===== src/rtl/payoff_accum.sv =====
// Monte-Carlo European payoff accumulator: counts days per path, adds max(S-K,0)/max(K-S,0) per path, publishes sum and mean.
// Latency: expiry sample at edge E -> path_done/done/payoff_sum/price_mean visible after E (1 cycle, registered outputs).
// Backpressure: none; path_valid is accepted every cycle in RUN, gaps of any length allowed, ignored outside RUN.
//
// Ports:
//   clk, rst_n          clock (rising edge), synchronous active-low reset
//   start               pulse, begins a run from IDLE; latches is_call and strike
//   is_call, strike     option type (1=call) and strike K (Q8.4 unsigned)
//   path_valid, path    one simulated price S (Q8.4 unsigned) per valid cycle
//   busy                high while in RUN
//   path_done           1-cycle pulse after each path's expiry sample
//   done                1-cycle pulse; payoff_sum/price_mean valid from this cycle
//   payoff_sum          sum of all payoffs of the last run
//   price_mean          payoff_sum >> LOG2_PATHS, low 12 bits (floor)
module payoff_accum #(
    parameter int N_DAYS     = 16,
    parameter int LOG2_PATHS = 8,
    parameter int ACC_W      = 20
) (
    input  logic             clk,
    input  logic             rst_n,
    input  logic             start,
    input  logic             is_call,
    input  logic [11:0]      strike,
    input  logic             path_valid,
    input  logic [11:0]      path,
    output logic             busy,
    output logic             path_done,
    output logic             done,
    output logic [ACC_W-1:0] payoff_sum,
    output logic [11:0]      price_mean
);

    localparam int DAY_W = (N_DAYS > 1) ? $clog2(N_DAYS) : 1;

    localparam logic [1:0] ST_IDLE = 2'd0;
    localparam logic [1:0] ST_RUN  = 2'd1;
    localparam logic [1:0] ST_DONE = 2'd2;

    logic [1:0]            state_q, state_d;
    logic [DAY_W-1:0]      day_cnt_q, day_cnt_d;
    logic [LOG2_PATHS-1:0] path_cnt_q, path_cnt_d;
    logic [ACC_W-1:0]      acc_q, acc_d;
    logic [ACC_W-1:0]      sum_q, sum_d;
    logic [11:0]           mean_q, mean_d;
    logic                  busy_q, busy_d;
    logic                  path_done_q, path_done_d;
    logic                  done_q, done_d;
    logic [11:0]           strike_q, strike_d;
    logic                  is_call_q, is_call_d;

    logic [11:0]           payoff;
    logic [ACC_W-1:0]      acc_next;

    always_comb begin
        // S==K yields 0 for both option types
        payoff = 12'd0;
        if (is_call_q) begin
            if (path > strike_q) payoff = path - strike_q;
        end else begin
            if (strike_q > path) payoff = strike_q - path;
        end
        // zero-extend; ACC_W >= 12+LOG2_PATHS so this never wraps
        acc_next = acc_q + {{(ACC_W-12){1'b0}}, payoff};
    end

    always_comb begin
        state_d     = state_q;
        day_cnt_d   = day_cnt_q;
        path_cnt_d  = path_cnt_q;
        acc_d       = acc_q;
        sum_d       = sum_q;
        mean_d      = mean_q;
        strike_d    = strike_q;
        is_call_d   = is_call_q;
        path_done_d = 1'b0;
        done_d      = 1'b0;

        case (state_q)
            ST_IDLE: begin
                if (start) begin
                    strike_d   = strike;
                    is_call_d  = is_call;
                    acc_d      = '0;
                    day_cnt_d  = '0;
                    path_cnt_d = '0;
                    state_d    = ST_RUN;
                end
            end
            ST_RUN: begin
                if (path_valid) begin
                    if (day_cnt_q == DAY_W'(N_DAYS - 1)) begin
                        day_cnt_d   = '0;
                        acc_d       = acc_next;
                        path_done_d = 1'b1;
                        path_cnt_d  = path_cnt_q + LOG2_PATHS'(1);
                        // publish on the same edge as the final accumulate so
                        // done and the results appear together
                        if (path_cnt_q == '1) begin
                            state_d = ST_DONE;
                            done_d  = 1'b1;
                            sum_d   = acc_next;
                            mean_d  = acc_next[LOG2_PATHS+11:LOG2_PATHS];
                        end
                    end else begin
                        day_cnt_d = day_cnt_q + DAY_W'(1);
                    end
                end
            end
            ST_DONE: state_d = ST_IDLE;
            default: state_d = ST_IDLE;
        endcase

        busy_d = (state_d == ST_RUN);
    end

    always_ff @(posedge clk) begin
        if (!rst_n) begin
            state_q     <= ST_IDLE;
            day_cnt_q   <= '0;
            path_cnt_q  <= '0;
            acc_q       <= '0;
            sum_q       <= '0;
            mean_q      <= '0;
            busy_q      <= 1'b0;
            path_done_q <= 1'b0;
            done_q      <= 1'b0;
            strike_q    <= '0;
            is_call_q   <= 1'b0;
        end else begin
            state_q     <= state_d;
            day_cnt_q   <= day_cnt_d;
            path_cnt_q  <= path_cnt_d;
            acc_q       <= acc_d;
            sum_q       <= sum_d;
            mean_q      <= mean_d;
            busy_q      <= busy_d;
            path_done_q <= path_done_d;
            done_q      <= done_d;
            strike_q    <= strike_d;
            is_call_q   <= is_call_d;
        end
    end

    assign busy       = busy_q;
    assign path_done  = path_done_q;
    assign done       = done_q;
    assign payoff_sum = sum_q;
    assign price_mean = mean_q;

endmodule


===== config.mk =====
export PLATFORM = sky130hd
export DESIGN_NAME = payoff_accum
export DESIGN_NICKNAME = d
export VERILOG_FILES = /design/src/rtl/payoff_accum.sv
export SDC_FILE = /design/constraint.sdc
export NUM_CORES = 1
export LEC_CHECK = 0
export ABC_AREA = 1
export CORE_UTILIZATION = 57
export DETAILED_ROUTE_END_ITERATION = 12
export PLACE_DENSITY = 0.85
export SETUP_SLACK_MARGIN = 0.2
export SYNTH_ARGS = -nofsm -noshare
export SYNTH_HDL_FRONTEND = slang
export SYNTH_SLANG_ARGS = --single-unit

===== constraint.sdc =====
create_clock -name clk -period 4.9 [get_ports clk]
set_input_delay 0.98 -clock clk [delete_from_list [all_inputs] [get_ports clk]]
set_output_delay 0.98 -clock clk [all_outputs]
set_load 0.1 [all_outputs]

==> metrics.md, run 1 <==
| Metric | Value |
|---|---|
| Worst-Skew Late Latency | 360 ps |
| Syn_area_per_cell | 6.68 um^2 |
| Pwr per Cell Area | 252 mW/mm^2 |
| Hold endpoint | acc_q[2] |
| Crit end category | flip-flop |
| Crit share post-route | 0.874 |
| Endpoints failing hold | 0 |
| H-tree depth | 3 |
| Placer Congestion | 0.965 |
| Worst VDD drop | 0.199 mV |
| Worst slew margin | 0.281 |
| Starting Density | 0.587 |
| Vias per std cell | 5.41 |
| Root Driver | clkbuf_8 |
| Die height | 96.5 um |
| Hold crit path type | flip-flop to flip-flop |
| Net Count, Synth | 834 |
| CTS tree | done |
| R2R Setup Slk | 1400 ps |
| Total gr overflow | 0 |
| Fin. max-slew vios | 0 |
| Mapped Area | 0.00509 mm^2 |
| Clock skew | 13.5 ps |
| Die area | 0.00932 mm^2 |
| Worst Path Required | 5190 ps |
| Ant diodes | 0 |
| Largest net degree at the start of global routing | 30 |
| EDFF count, synth | 0 |
| Status | complete, no violations |
| Post-synth top area share | 0.275 |
| Final WL | 12,500 um |
| Cell variety after synth | 45 |
| WP data arrival | 4580 ps |
| Crit-path max FO | 11 |
| Ports | 64 |
| Row count | 34 |
| Clock buffer depth | 2 |
| Vias in the first global route | 4,592 |
| Layout cells sized above 1 | 0.0716 |
| Global-route wire length before repair | 20,300 um |
| Max-cap violations | 0 |
| Placement Cell Area | 0.00564 mm^2 |
| Final net count | 876 |
| Most common flop cell mapped by yosys | dfxtp_1 |
| Post-Route Utilization | 0.677 |
| # port buffers | 63 |
| Global-route met1 utilization | 0.355 |
| Crit Reg-Reg Endpoint | payoff_sum[9] |
| DRT iter0 DRCs | 223 |
| Final HPWL DP | 9730 um |
| TritonCTS Buffers | 9 |
| Crit path kind | input pin to flip-flop |
| Synthesized netlist cell count | 763 |
| Synthesis warning total | 0 |
| Gr busiest metal | met2 |
| # DRC | 0 |
| Total power | 0.00148 W |
| Tot GR Track Use | 0.281 |
| Fin Setup TNS | 0 ps |
| Post-synth ARST share | 0 |
| Ranking of synthesized cells by area | dfxtp_1 (28%), nand2_1 (13%), ha_1 (9.6%) |
| Initial DRT Pass Iterations | 6 |
| RSZ-0062 raised after global routing | false |
| Total vias in the final route | 4,969 |
| Post-synthesis sequential area ratio | 0.275 |
| Worst r2r path cells | 21 |
| Leading area contributor after synthesis | dfxtp_1 |
| Min Tclk post-route | 4280 ps |
| CORE AREA | 0.00868 mm^2 |
| Clock sinks | 70 |
| Worst Hold Depth | 2 |
| Hold wc startpoint | acc_q[2] |
| Fin area | 0.00588 mm^2 |
| Worst Max-Slew Pin Slew | 1080 ps |
| Routed len/inst | 13.6 um |
| Synthesized flop and latch total | 70 |
| Peak Freq | 0.233 GHz |
| Width of the chip | 96.5 um |
| WHS | 473 ps |
| Pleak | 2.78 nW |
| Met2 usage | 0.462 |
| Area grow syn2layout | 15.4% |
| Top cells by count, synth | nand2_1 (180), inv_1 (107), a21oi_1 (72) |
| Reg clk slew, reported paths | 80 ps |
| Final setup vio count | 0 |
| Initial antenna violation count | 0 |
| Critical path launch point type | input pin |
| Detail Route Antenna Nets | 0 |
| Met3 Usage GRT | 0.0548 |
| Worst flop-to-flop path startpoint | strike_q[0] |
| Top-count cell post-synth | nand2_1 |
where the power goes:
group	total, W	switching [W]	internal (W)	leakage [nW]
Sequential	0.000587	0.00000685	0.000580	0.568
Combinational	0.000346	0.000219	0.000127	2.10
Clock	0.000546	0.000253	0.000293	0.111
Total	0.00148	0.000479	0.00100	2.78
cell families (layout without fill, tap and decap cells):
| kind of cell | count (synthesis) | in the layout | share of synthesized area |
|---|---|---|---|
| DFF | 70 | 70 | 0.275 |
| adders and majority gates | 42 | 42 | 0.108 |
| AOI/OAI and AO/OA | 141 | 141 | 0.158 |
| and+or+nand+nor | 335 | 335 | 0.286 |
| buffers and inverters | 152 | 199 | 0.134 |
| xor gates and xnor gates | 23 | 23 | 0.0395 |
flip-flops by register name, indices dropped and copies added (netlist names):
signal and count:
acc_q 20, payoff_sum 20, strike_q 12, path_cnt_q 8, day_cnt_q 4, state_q 2, busy 1, done 1
is_call_q 1, path_done 1
critical path: stages:
cell	delay, ps
clkdlybuf4s50_1	490
inv_1	50
ha_2	390
nand2_1	100
inv_2	80
nand2_1	50
o211ai_1	190
nand2_1	90
nand3_1	110
nand2_2	170
a21oi_1	200
ha_1	210
inv_1	60
fa_1	420
inv_1	80
nand3_1	60
nand2_1	110
nand2_1	60
nand2_1	130
nand2_1	90
nand2_1	80
nand3_1	70
nand2_1	90
nand2_1	50
a21oi_1	130
stage by stage:
step / setup slack [ps] / instances
after floorplan: 1190 / 763
after global placement: 300 / 902
after detailed placement: 130 / 902
after CTS: 517 / 918
after global routing: 200 / 918
final: 615 / 918
what timing repair did:
action,in CTS,in global routing
hold buffers,0,0
buffers inserted,0,0
setup endpoints to repair,0,9
gates resized for setup,0,3
endpoints found under the hold margin,0,0
cell usage in the layout (no fill, tap or decap), drive strengths merged:
cell	n
nand3b	3
nor4	1
bufinv	2
o31ai	1
buf	4
nand2	188
o211ai	3
xnor2	7
nor2	70
a21o	7
clkinvlp	1
o22ai	8
ha	39
inv	118
nand4	3
or2	4
o21ai	36
dfxtp	70
clkinv	2
a211oi	7
nor3	12
o21a	1
nand3	53
and3	1
xor2	16
o21bai	2
clkbuf	9
clkdlybuf4s50	63
a21oi	73
fa	3
a31oi	3
layout make-up:
class	count	area, um^2
clock inverters	7	103
well taps	108	135
repair buffers	67	661
flip-flops and latches	70	1400
inverters	116	438
multi-input cells	541	3020
clock buffers	9	124
fillers	787	2800
metal layers:
layer,vias up,share of wire,routed length [um]
met5,-,0,0
li1,2515,-,-
met2,147,0.46,5780
met1,2282,0.46,5740
met3,25,0.055,687
met4,0,0.023,287
worst max-delay path by stage:
stage	from	endpoint	cells after the start
2_1_floorplan	path[2]	payoff_sum[12]	27
3_3_place_gp	path[2]	payoff_sum[12]	26
3_5_place_dp	path[2]	payoff_sum[12]	26
4_1_cts	path[2]	acc_q[16]	25
5_1_grt	path[0]	acc_q[16]	25
6_report	path[2]	acc_q[16]	25
No activity file was read; power rests on OpenSTA's default activity.
==> run 2: changes to the inputs <==
--- a/config.mk
+++ b/config.mk
@@ -6,9 +6,9 @@
 export NUM_CORES = 1
 export LEC_CHECK = 0
 export ABC_AREA = 1
-export CORE_UTILIZATION = 57
+export CORE_UTILIZATION = 60
 export DETAILED_ROUTE_END_ITERATION = 12
-export PLACE_DENSITY = 0.85
+export PLACE_DENSITY = 0.88
 export SETUP_SLACK_MARGIN = 0.2
 export SYNTH_ARGS = -nofsm -noshare
 export SYNTH_HDL_FRONTEND = slang
==> constraint.sdc (replaced) <==
create_clock -name clk -period 5.1 [get_ports clk]
set_input_delay 1.02 -clock clk [delete_from_list [all_inputs] [get_ports clk]]
set_output_delay 1.02 -clock clk [all_outputs]
set_load 0.1 [all_outputs]
==> metrics.md, run 2 (same netlist as run 1, synthesis figures left out) <==
| Metric | Value |
|---|---|
| Status | complete, no violations |
| Fin Setup TNS | 0 ps (unchanged) |
| Row count | 33 (-2.9%) |
| Clock skew | 11.0 ps (-2.42 ps) |
| Worst-Skew Late Latency | 360 ps (about the same) |
| Ports | 64 (unchanged) |
| Die area | 0.00886 mm^2 (-4.9%) |
| Vias in the first global route | 4,728 (+3.0%) |
| Clock buffer depth | 2 (unchanged) |
| CTS tree | done |
| Die height | 94.2 um (-2.5%) |
| Initial DRT Pass Iterations | 5 (-1) |
| Hold buffers post-CTS | 0 (unchanged) |
| Width of the chip | 94.2 um (-2.5%) |
| Critical path launch point type | input pin |
| RSZ-0062 raised after global routing | false |
| Worst VDD drop | 0.189 mV (-4.9%) |
| Global-route wire length before repair | 20,600 um (+1.5%) |
| Total vias in the final route | 4,977 (+0.16%) |
| Vias per std cell | 5.45 (+0.60%) |
| Total power | 0.00134 W (-9.3%) |
| Peak Freq | 0.219 GHz |
| Initial antenna violation count | 0 (unchanged) |
| Final WL | 12,500 um (+0.35%) |
| Pwr per Cell Area | 231 mW/mm^2 (-8.3%) |
| Fin area | 0.00582 mm^2 (-1.0%) |
| Pleak | 2.76 nW (-0.83%) |
| WHS | 476 ps (+2.39 ps) |
| Detail Route Antenna Nets | 0 (unchanged) |
| Layout cells sized above 1 | 0.0667 (-0.00486) |
| Worst r2r path cells | 18 (-14%) |
| Hold crit path type | flip-flop to flip-flop |
| Final setup vio count | 0 (unchanged) |
| Worst Max-Slew Pin Slew | 1140 ps (+65.5 ps) |
| TritonCTS Buffers | 9 (unchanged) |
| Min Tclk post-route | 4560 ps |
| # DRC | 0 (unchanged) |
| # port buffers | 63 (unchanged) |
| Final HPWL DP | 9780 um (+0.48%) |
| Crit-path max FO | 11 (unchanged) |
| Crit Reg-Reg Endpoint | acc_q[8] |
| Setup repair bufs after CTS | 0 (unchanged) |
| Worst flop-to-flop path startpoint | strike_q[3] |
| Crit path kind | input pin to flip-flop |
| Ant diodes | 0 (unchanged) |
| Most frequent cells in the layout | nand2_1 (180), inv_1 (107), a21oi_1 (72) |
| Clock sinks | 70 (unchanged) |
| Max-cap violations | 0 (unchanged) |
| Endpoints failing hold | 0 (unchanged) |
| Fin. max-slew vios | 0 (unchanged) |
| Root Driver | clkbuf_8 |
| Fillers | 707 (-10%) |
| CORE AREA | 0.00822 mm^2 (-5.3%) |
| Crit share post-route | 0.895 |
| Routed len/inst | 13.7 um (+0.79%) |
| WP data arrival | 4850 ps (+270 ps) |
| Starting Density | 0.620 (+0.0330) |
| Tot GR Track Use | 0.295 (+0.0142) |
| Placer Congestion | 0.937 (-2.9%) |
| H-tree depth | 3 (unchanged) |
| Crit end category | flip-flop |
| Most common cell after layout, fill and taps aside | nand2_1 |
| Largest net degree at the start of global routing | 37 (+23%) |
| Reg clk slew, reported paths | 80 ps (about the same) |
| Final net count | 875 (-0.11%) |
| Worst slew margin | 0.237 (-0.0436) |
| Crit path launch | path[3] |
| CP endpoint | acc_q[8] |
| Placement Cell Area | 0.00563 mm^2 (-0.20%) |
| Worst Path Required | 5390 ps (+200 ps) |
| R2R Setup Slk | 1420 ps (+20 ps) |
| Post-Route Utilization | 0.708 (+0.0307) |
| Post-CTS Resized | 0 (unchanged) |
| Area grow syn2layout | 14.2% |
| Total gr overflow | 0 (unchanged) |
| DRT iter0 DRCs | 272 (+22%) |
run 2: worst min-delay path by stage:
stage               slack (ps)         to      start  cells after the start
detailed placement         460   acc_q[9]   acc_q[9]                      2
finish                     480   acc_q[9]   acc_q[9]                      2
floorplan                  440  is_call_q  is_call_q                      2
global placement           460   acc_q[0]   acc_q[0]                      2
global route               500   acc_q[6]   acc_q[6]                      2
CTS                        480   acc_q[9]   acc_q[9]                      2
run 2: area by class of cell:
cell class / count / area [um^2] / area share
clock buffer: 9 / 124 / 0.0213
clock inverter: 7 / 61.3 / 0.0105
inverter: 116 / 438 / 0.0753
multi-input combinational: 541 / 3010 / 0.517
sequential: 70 / 1400 / 0.241
tap: 105 / 131 / 0.0226
timing repair buffer: 66 / 653 / 0.112
run 2: layer usage:
metal  part of all wire  track usage  vias to the layer above
li1                   -            -                     2513
met1               0.44        0.352                     2281
met2               0.49        0.500                      150
met3              0.045       0.0494                       33
met4              0.031        0.159                        0
met5                  0            0                        -
run 2: critical path: stages:
cell,delay [ps]
clkdlybuf4s50_1,490
inv_1,50
ha_1,420
inv_1,130
o211ai_1,330
nand2_1,100
nand3_1,90
nand2_1,240
a21oi_1,250
ha_1,230
inv_1,70
fa_1,430
inv_1,80
nand3_1,60
nand2_1,110
nand2_1,70
nand2_1,130
xor2_1,330
nand2_1,90
a21oi_1,140
run 2: per-stage QoR:
step,setup slack (ps),instances
after floorplan,1350,763
after global placement,238,898
after detailed placement,232,898
after CTS,593,914
after global routing,243,914
final,535,914
run 2: power breakdown:
part / internal (W) / total [W] / switching, W
Combinational: 0.000119 / 0.000329 / 0.000210
Clock: 0.000187 / 0.000449 / 0.000262
Sequential: 0.000558 / 0.000564 / 0.00000634
Total: 0.000864 / 0.00134 / 0.000478
